===== config.mk =====
export PLATFORM = sky130hd
export DESIGN_NAME = alu_rs_flat
export DESIGN_NICKNAME = d
export VERILOG_FILES = /design/src/rtl/alu_rs_if.sv /design/src/rtl/alu_rs.sv /design/src/flat_wrapper.sv
export SDC_FILE = /design/constraint.sdc
export NUM_CORES = 1
export LEC_CHECK = 0
export CORE_MARGIN = 10
export CORE_UTILIZATION = 52
export CTS_CLUSTER_SIZE = 16
export DETAILED_ROUTE_END_ITERATION = 10
export GPL_TIMING_DRIVEN = 0
export PLACE_DENSITY = 0.75
export SLEW_MARGIN = 0
export SYNTH_ARGS = -nofsm -noshare
export SYNTH_HDL_FRONTEND = slang
export SYNTH_SLANG_ARGS = --single-unit

===== constraint.sdc =====
create_clock -name clk -period 12 [get_ports clk]
set_clock_uncertainty 0.1 [all_clocks]
set_input_delay 1.2 -clock clk [delete_from_list [all_inputs] [get_ports clk]]
set_output_delay 1.2 -clock clk [all_outputs]
set_load 0.01 [all_outputs]

===== src/rtl/alu_rs_if.sv =====
// Dispatch, CDB snoop and issue signals of the ALU reservation station.
// The decoder/CDB/ALU side uses the master modport; the station uses the slave.
interface alu_rs_if #(
  parameter int DATA_W = 32,
  parameter int TAG_W  = 4,
  parameter int OP_W   = 6
);
  localparam int PKT_W = (TAG_W - 1) + 2 * (TAG_W + DATA_W) + OP_W;

  // Dispatch is a valid/stall pair: a packet is accepted on a rising edge only
  // when aluEnable=1 and rsFull=0; with rsFull=1 the packet is dropped.
  logic              aluEnable;
  logic [PKT_W-1:0]  aluData;
  logic              rsFull;
  logic              cdbValid;
  logic [TAG_W-2:0]  cdbTag;
  logic [DATA_W-1:0] cdbData;
  logic              exValid;
  logic [OP_W-1:0]   exOp;
  logic [DATA_W-1:0] exData1;
  logic [DATA_W-1:0] exData2;
  logic [TAG_W-2:0]  exRob;

  modport master (
    output aluEnable, aluData, cdbValid, cdbTag, cdbData,
    input  rsFull, exValid, exOp, exData1, exData2, exRob
  );

  modport slave (
    input  aluEnable, aluData, cdbValid, cdbTag, cdbData,
    output rsFull, exValid, exOp, exData1, exData2, exRob
  );
endinterface


===== src/rtl/alu_rs.sv =====
// ALU reservation station: buffers decoded ALU ops, captures operands from the
// CDB and issues the lowest-index operand-complete entry each cycle.
module alu_rs #(
  parameter int DATA_W  = 32,
  parameter int TAG_W   = 4,
  parameter int OP_W    = 6,
  parameter int ENTRIES = 4
) (
  input  logic clk,
  input  logic rst,
  input  logic clear,
  alu_rs_if.slave rs
);
  localparam int ROB_W = TAG_W - 1;
  localparam int IDX_W = (ENTRIES > 1) ? $clog2(ENTRIES) : 1;
  localparam logic [TAG_W-1:0] TAG_FREE = {1'b1, {ROB_W{1'b0}}};

  logic [ENTRIES-1:0] busy_q, busy_d;
  logic [OP_W-1:0]    op_q    [ENTRIES];
  logic [OP_W-1:0]    op_d    [ENTRIES];
  logic [ROB_W-1:0]   rob_q   [ENTRIES];
  logic [ROB_W-1:0]   rob_d   [ENTRIES];
  logic [TAG_W-1:0]   tag1_q  [ENTRIES];
  logic [TAG_W-1:0]   tag1_d  [ENTRIES];
  logic [TAG_W-1:0]   tag2_q  [ENTRIES];
  logic [TAG_W-1:0]   tag2_d  [ENTRIES];
  logic [DATA_W-1:0]  data1_q [ENTRIES];
  logic [DATA_W-1:0]  data1_d [ENTRIES];
  logic [DATA_W-1:0]  data2_q [ENTRIES];
  logic [DATA_W-1:0]  data2_d [ENTRIES];

  logic              ex_valid_q, ex_valid_d;
  logic [OP_W-1:0]   ex_op_q, ex_op_d;
  logic [DATA_W-1:0] ex_data1_q, ex_data1_d;
  logic [DATA_W-1:0] ex_data2_q, ex_data2_d;
  logic [ROB_W-1:0]  ex_rob_q, ex_rob_d;

  logic [OP_W-1:0]   in_op;
  logic [DATA_W-1:0] in_data1, in_data2;
  logic [TAG_W-1:0]  in_tag1, in_tag2;
  logic [ROB_W-1:0]  in_rob;

  logic [ENTRIES-1:0] ready;
  logic               issue_hit, alloc_hit;
  logic [IDX_W-1:0]   issue_idx, alloc_idx;

  assign in_op    = rs.aluData[OP_W-1:0];
  assign in_data1 = rs.aluData[OP_W +: DATA_W];
  assign in_tag1  = rs.aluData[OP_W+DATA_W +: TAG_W];
  assign in_data2 = rs.aluData[OP_W+DATA_W+TAG_W +: DATA_W];
  assign in_tag2  = rs.aluData[OP_W+2*DATA_W+TAG_W +: TAG_W];
  assign in_rob   = rs.aluData[OP_W+2*(DATA_W+TAG_W) +: ROB_W];

  // Full and selection look only at registered state, so an entry freed by
  // this cycle's issue is reusable from the next cycle on.
  assign rs.rsFull = &busy_q;

  always_comb begin
    issue_hit = 1'b0;
    issue_idx = '0;
    alloc_hit = 1'b0;
    alloc_idx = '0;
    for (int i = ENTRIES - 1; i >= 0; i--) begin
      ready[i] = busy_q[i] & tag1_q[i][TAG_W-1] & tag2_q[i][TAG_W-1];
      if (ready[i]) begin
        issue_hit = 1'b1;
        issue_idx = IDX_W'(i);
      end
      if (!busy_q[i]) begin
        alloc_hit = 1'b1;
        alloc_idx = IDX_W'(i);
      end
    end
  end

  always_comb begin
    busy_d     = busy_q;
    op_d       = op_q;
    rob_d      = rob_q;
    tag1_d     = tag1_q;
    tag2_d     = tag2_q;
    data1_d    = data1_q;
    data2_d    = data2_q;
    ex_valid_d = 1'b0;
    ex_op_d    = ex_op_q;
    ex_data1_d = ex_data1_q;
    ex_data2_d = ex_data2_q;
    ex_rob_d   = ex_rob_q;

    for (int i = 0; i < ENTRIES; i++) begin
      if (busy_q[i] && rs.cdbValid) begin
        if (!tag1_q[i][TAG_W-1] && tag1_q[i][ROB_W-1:0] == rs.cdbTag) begin
          tag1_d[i]  = TAG_FREE;
          data1_d[i] = rs.cdbData;
        end
        if (!tag2_q[i][TAG_W-1] && tag2_q[i][ROB_W-1:0] == rs.cdbTag) begin
          tag2_d[i]  = TAG_FREE;
          data2_d[i] = rs.cdbData;
        end
      end
    end

    if (clear) begin
      busy_d = '0;
    end else begin
      if (issue_hit) begin
        busy_d[issue_idx] = 1'b0;
        ex_valid_d        = 1'b1;
        ex_op_d           = op_q[issue_idx];
        ex_data1_d        = data1_q[issue_idx];
        ex_data2_d        = data2_q[issue_idx];
        ex_rob_d          = rob_q[issue_idx];
      end
      if (rs.aluEnable && alloc_hit) begin
        busy_d[alloc_idx]  = 1'b1;
        op_d[alloc_idx]    = in_op;
        rob_d[alloc_idx]   = in_rob;
        tag1_d[alloc_idx]  = in_tag1;
        data1_d[alloc_idx] = in_data1;
        tag2_d[alloc_idx]  = in_tag2;
        data2_d[alloc_idx] = in_data2;
        // Operand broadcast in the dispatch cycle would otherwise be missed.
        if (rs.cdbValid && !in_tag1[TAG_W-1] && in_tag1[ROB_W-1:0] == rs.cdbTag) begin
          tag1_d[alloc_idx]  = TAG_FREE;
          data1_d[alloc_idx] = rs.cdbData;
        end
        if (rs.cdbValid && !in_tag2[TAG_W-1] && in_tag2[ROB_W-1:0] == rs.cdbTag) begin
          tag2_d[alloc_idx]  = TAG_FREE;
          data2_d[alloc_idx] = rs.cdbData;
        end
      end
    end
  end

  always_ff @(posedge clk or posedge rst) begin
    if (rst) begin
      busy_q     <= '0;
      ex_valid_q <= 1'b0;
      ex_op_q    <= '0;
      ex_data1_q <= '0;
      ex_data2_q <= '0;
      ex_rob_q   <= '0;
      for (int i = 0; i < ENTRIES; i++) begin
        op_q[i]    <= '0;
        rob_q[i]   <= '0;
        tag1_q[i]  <= TAG_FREE;
        tag2_q[i]  <= TAG_FREE;
        data1_q[i] <= '0;
        data2_q[i] <= '0;
      end
    end else begin
      busy_q     <= busy_d;
      ex_valid_q <= ex_valid_d;
      ex_op_q    <= ex_op_d;
      ex_data1_q <= ex_data1_d;
      ex_data2_q <= ex_data2_d;
      ex_rob_q   <= ex_rob_d;
      for (int i = 0; i < ENTRIES; i++) begin
        op_q[i]    <= op_d[i];
        rob_q[i]   <= rob_d[i];
        tag1_q[i]  <= tag1_d[i];
        tag2_q[i]  <= tag2_d[i];
        data1_q[i] <= data1_d[i];
        data2_q[i] <= data2_d[i];
      end
    end
  end

  assign rs.exValid = ex_valid_q;
  assign rs.exOp    = ex_op_q;
  assign rs.exData1 = ex_data1_q;
  assign rs.exData2 = ex_data2_q;
  assign rs.exRob   = ex_rob_q;
endmodule


===== src/flat_wrapper.sv =====
// flat-port wrapper written by rule: the top's interface ports become plain ports
module alu_rs_flat 
#(
  parameter int DATA_W  = 32,
  parameter int TAG_W   = 4,
  parameter int OP_W    = 6,
  parameter int ENTRIES = 4
)
  (clk, rst, clear, rs_aluEnable, rs_aluData, rs_cdbValid, rs_cdbTag, rs_cdbData, rs_rsFull, rs_exValid, rs_exOp, rs_exData1, rs_exData2, rs_exRob);
  alu_rs_if #(.DATA_W(DATA_W), .TAG_W(TAG_W), .OP_W(OP_W)) rs_i ();
  input  logic clk;
  input  logic rst;
  input  logic clear;
  input wire logic [$bits(rs_i.aluEnable)-1:0] rs_aluEnable;
  input wire logic [$bits(rs_i.aluData)-1:0] rs_aluData;
  input wire logic [$bits(rs_i.cdbValid)-1:0] rs_cdbValid;
  input wire logic [$bits(rs_i.cdbTag)-1:0] rs_cdbTag;
  input wire logic [$bits(rs_i.cdbData)-1:0] rs_cdbData;
  output wire logic [$bits(rs_i.rsFull)-1:0] rs_rsFull;
  output wire logic [$bits(rs_i.exValid)-1:0] rs_exValid;
  output wire logic [$bits(rs_i.exOp)-1:0] rs_exOp;
  output wire logic [$bits(rs_i.exData1)-1:0] rs_exData1;
  output wire logic [$bits(rs_i.exData2)-1:0] rs_exData2;
  output wire logic [$bits(rs_i.exRob)-1:0] rs_exRob;
  assign rs_i.aluEnable = rs_aluEnable;
  assign rs_i.aluData = rs_aluData;
  assign rs_i.cdbValid = rs_cdbValid;
  assign rs_i.cdbTag = rs_cdbTag;
  assign rs_i.cdbData = rs_cdbData;
  assign rs_rsFull = rs_i.rsFull;
  assign rs_exValid = rs_i.exValid;
  assign rs_exOp = rs_i.exOp;
  assign rs_exData1 = rs_i.exData1;
  assign rs_exData2 = rs_i.exData2;
  assign rs_exRob = rs_i.exRob;
  alu_rs #(.DATA_W(DATA_W), .TAG_W(TAG_W), .OP_W(OP_W), .ENTRIES(ENTRIES)) u_core (.clk(clk), .rst(rst), .clear(clear), .rs(rs_i));
endmodule

== Yosys cells after proc, flatten, opt, wreduce, memory -nomap -nowiden ==
Index checks and enable logic that the tools add are counted.
Cells by class
  order comparisons: 7
  equality and inequality tests: 10
  mux-type cells: 98
  bitwise gates (word level): 19
  reduce and logical (&&, ||, !) cells: 33
Operator list (count)
  $mux 128: 6
  $mux 32: 21
  $bwmux 128: 4
  $bmux 32 s2: 2
  $mux 16: 6
  $mux 4: 21
  $demux 32 s2: 1
  $bwmux 16: 2
  $eq 3x3->1: 10
  $and 12x12->12: 2
  $bwmux 24: 1
  $logic_and 1x1->1: 20
  $mux 6: 3
  $mux 2: 8
  $bmux 6 s2: 1
  $bwmux 12: 1
  $demux 6 s2: 1
  $mux 1: 12
  $not 12->12: 1
  $or 4x4->4: 3
  $logic_not 1->1: 10
  $mux 3: 3
  $and 1x1->1: 8
  $demux 4 s2: 1
  13 further kinds: 19
Word-level totals
  register bits: 402
  input port bits: 121
  output and inout port bits: 75
  word-level logic and storage cells: 197

== Depth between registers and ports, before layout ==
  depth after elaboration: 17
  depth in mapped cells: 9
  gate-level depth less buffers: 4

== Worst setup path before layout ==
OpenSTA, ideal clock, no wires.
  path kind: input to register
  from: input port rs_cdbTag[2]
  to: register u_core.data1_q[25] (netlist name)
  library setup time: 126 ps
  arrival time: 2737 ps
  required time: 11774 ps
  slack: 9037 ps
  stages: 7
  buffers on the path: 3
  path through: buf_6 -> xor2_1 -> or4_1 -> buf_6 -> and2_4 -> buf_6 -> a221o_1
RTL lines
  start: declaration: RTL line flat_wrapper.sv:17  | input wire logic [$bits(rs_i.cdbTag)-1:0] rs_cdbTag;
  end signal: indexed assignment: RTL line alu_rs.sv:163  | data1_q[i] <= data1_d[i];
  end: declaration: RTL line alu_rs.sv:27  | logic [DATA_W-1:0] data1_q [ENTRIES];

==> results_dict.tcl <==
set metrics [dict create \
    hp-class "reg2reg" \
    holdPathEnd "u_core.op_q[23]$_DFFE_PP0P_" \
    synth-seq-cells 402 \
    clkTransAtPathRegs_ns 0.06 \
    yosys_warnings 0 \
    leakagePower_nw 10.0 \
    crit_type "in2reg" \
    syn_inst 1841 \
    drt_pre_antenna_iters 6 \
    grt_pass1_vias 18500 \
    syn2layout_area_growth_pct 19.8 \
    worstReg2RegStart "u_core.busy_q[1]$_DFF_PP0_" \
    vdd_drop_max_v 0.000116 \
    cts_max_level 2 \
    coreArea_um2 37400 \
    hold_buffers 0 \
    num_vias 18100 \
    maxCapViolCount 0 \
    rsz0062_at_grt "false" \
    holdPathStages 2 \
    dieArea_um2 45800 \
    ys_seq_area_share_pct 51.4 \
    final-setup-viol-count 0 \
    start_util_pct 52.3 \
    start_kind "input port" \
    r2r_setup_slack_ns 8.66 \
    cts_setup_buffers 0 \
    cts-root-buf "clkbuf_16" \
    nNetsFinal 2179 \
    crit_required_ns 12.41 \
    dp_hpwl_um 51700 \
    grt-ovfl-total 0 \
    synth_edf_count 0 \
    worstPathMaxFanout 10 \
    final_cell_mix "dfrtp_1 (394), or3_1 (201), o221a_2 (201)" \
    io_buffer_count 161 \
    cts_tree "done" \
    reg2reg_to "u_core.data2_q[93]$_DFF_PP0_" \
    cts_buffer_depth 3 \
    finalCriticalPeriod_ns 4.21 \
    clk_latency_ns 0.58 \
    drt_wl_total_um 75600 \
    cp.arrival_ns 4.63 \
    numCtsBuffers 43 \
    hp-start "u_core.op_q[23]$_DFFE_PP0P_" \
    max_freq_mhz 237 \
    grt_first_pass_wirelength_um 115000 \
    slew_headroom_pct 17.1 \
    drc 0 \
    power_per_cell_area_nw_per_um2 192 \
    grt_max_degree 43 \
    setup_tns_ns 0 \
    drt_iter0_markers 2403 \
    cts.sinks 402 \
    rows 71 \
    cp-end-kind "register" \
    status "finished, final reports clean" \
    final_common_cell "dfrtp_1" \
    ant_nets 0 \
    avgSynthCellArea_um2 10.6 \
    r2r_cells 5 \
    wire_per_inst_um 29.1 \
    via_per_inst 6.94 \
    yosysUniqueCellTypes 54 \
    num_io_pins 196 \
    synth_nets 1962 \
    final_hold_viol_count 0 \
    globalplace.congestion 0.986 \
    grtUsageTotal_pct 31.9 \
    post_cts_resized 0 \
    die_y_um 214 \
    drive_gt1_share_pct 16.6 \
    drv_slew 0 \
    syn-cell-area_um2 19600 \
    timing.final.crit_share_pct 35.1 \
    place_area_um2 22100 \
    grt_antenna_before_repair 1 \
    design_area_um2 23500 \
    worst_slew_pin_slew_ns 1.23 \
    synth_ff_type "dfrtp_1" \
    async_flop_share_pct 100 \
    die_w_um 214 \
]
==> layer usage <==
| metal | track usage (%) | share of wire (%) | vias to the layer above |
|---|---|---|---|
| met5 | 0 | 0.015 | - |
| met4 | 13.7 | 4.0 | 2 |
| met3 | 9.65 | 12 | 252 |
| met2 | 49.0 | 45 | 1371 |
| met1 | 41.1 | 38 | 8948 |
| li1 | - | - | 7483 |
==> synth_stat cells, types with 2 or more instances <==
master     number  share of area [%]
and3_1         28               0.89
clkbuf_2        2              0.051
xnor2_1         6               0.27
nand2_1       197                3.8
a22o_1          4               0.18
or3_1         201                6.4
o211ai_1        2              0.077
buf_6           8               0.46
mux2i_1        31                1.6
o2bb2ai_1      12               0.54
a32oi_1        73                3.3
clkbuf_1      146                2.8
o21ai_0        17               0.43
nor4_4          2               0.22
o221a_2       201                 12
xor2_1         24                1.1
inv_1          87                1.7
buf_2          40                1.0
a21o_1          3               0.12
and2_1          4               0.13
or4_1           2              0.077
o221ai_1       75                3.4
a22o_2          2               0.10
nor2_1         14               0.27
nor2b_1         2              0.064
o22ai_1        28               0.89
o2111ai_1       4               0.18
a31o_2          2              0.089
a221o_1        27                1.4
nand3_1         6               0.15
a21oi_1        98                2.5
dfstp_2         8                1.1
buf_1          27               0.52
dfrtp_1       394                 50
nand3b_1        5               0.19
nand2b_1        8               0.26
a22oi_1        26                1.0
and4_1          2              0.089
nor4_1          8               0.26
==> cell families after synthesis <==
kind of cell	count (synthesis)	share of synthesized area [%]
and+or+nand+nor	489	13.2
muxes	31	1.59
xor gates and xnor gates	30	1.34
AOI/OAI and AO/OA	578	25.8
DFF	402	51.4
buffers and inverters	311	6.56
==> flip-flops by register name, summed over array words and instances (netlist names) <==
signal	flops
u_core.busy_q	4
u_core.data1_q	128
u_core.data2_q	128
u_core.op_q	24
u_core.rob_q	12
u_core.rs.exData1	32
u_core.rs.exData2	32
u_core.rs.exOp	6
u_core.rs.exRob	3
u_core.rs.exValid	1
u_core.tag1_q	16
u_core.tag2_q	16
==> per-stage QoR <==
stage,hold WS [ns],total power [W],utilization (%),worst slack [ns],instances
2_1_floorplan,0.346,0.00259,-,5.29,1841
3_3_place_gp,0.357,0.00309,58.4,2.58,2513
3_5_place_dp,0.363,0.00313,59.0,7.46,2524
4_1_cts,0.377,0.00448,62.7,8.04,2600
5_1_grt,0.397,0.00468,62.7,7.85,2600
6_report,0.376,0.00450,62.7,7.79,2601
==> critical path, stage by stage <==
cell and delay, ns:
clkdlybuf4s50_1 0.56, nor2b_1 0.16, clkbuf_2 0.27, nand3b_1 0.50
o21ai_1 0.88, clkbuf_1 0.72, o221a_2 0.32
==> worst max path at each step <==
| stage | from | end | slack (ns) | cells past startpoint |
|---|---|---|---|---|
| after floorplan | rst | u_core.busy_q[0]$_DFF_PP0_ | 5.29 | 1 |
| after global routing | rs_aluEnable | u_core.data2_q[95]$_DFF_PP0_ | 7.85 | 7 |
| after global placement | rst | u_core.rs.exData1[5]$_DFFE_PP0P_ | 2.58 | 2 |
| after CTS | rs_aluEnable | u_core.data2_q[93]$_DFF_PP0_ | 8.04 | 7 |
| after detailed placement | rs_aluEnable | u_core.data2_q[93]$_DFF_PP0_ | 7.46 | 7 |
| final | rs_aluEnable | u_core.data2_q[93]$_DFF_PP0_ | 7.79 | 7 |
==> cell type report <==
class                           count  area, um2
Fill cell                        3079      13900
Sequential cell                   402      10100
Multi-Input combinational cell   1128       8220
Timing Repair Buffer              172       1830
Clock buffer                       69       1320
Buffer                            224        957
Tap cell                          511        639
Inverter                           87        330
Clock inverter                      7       85.1
Antenna cell                        1       2.50
==> report_power, final <==
part	leakage, nW	internal (W)	total (W)	switching, W
registers	4.77	0.00176	0.00202	0.000267
logic	4.59	0.000604	0.00112	0.000519
clock network	0.691	0.000791	0.00135	0.000562
total	10.0	0.00315	0.00450	0.00135
Note: power is estimated with default switching activity, not from simulation.
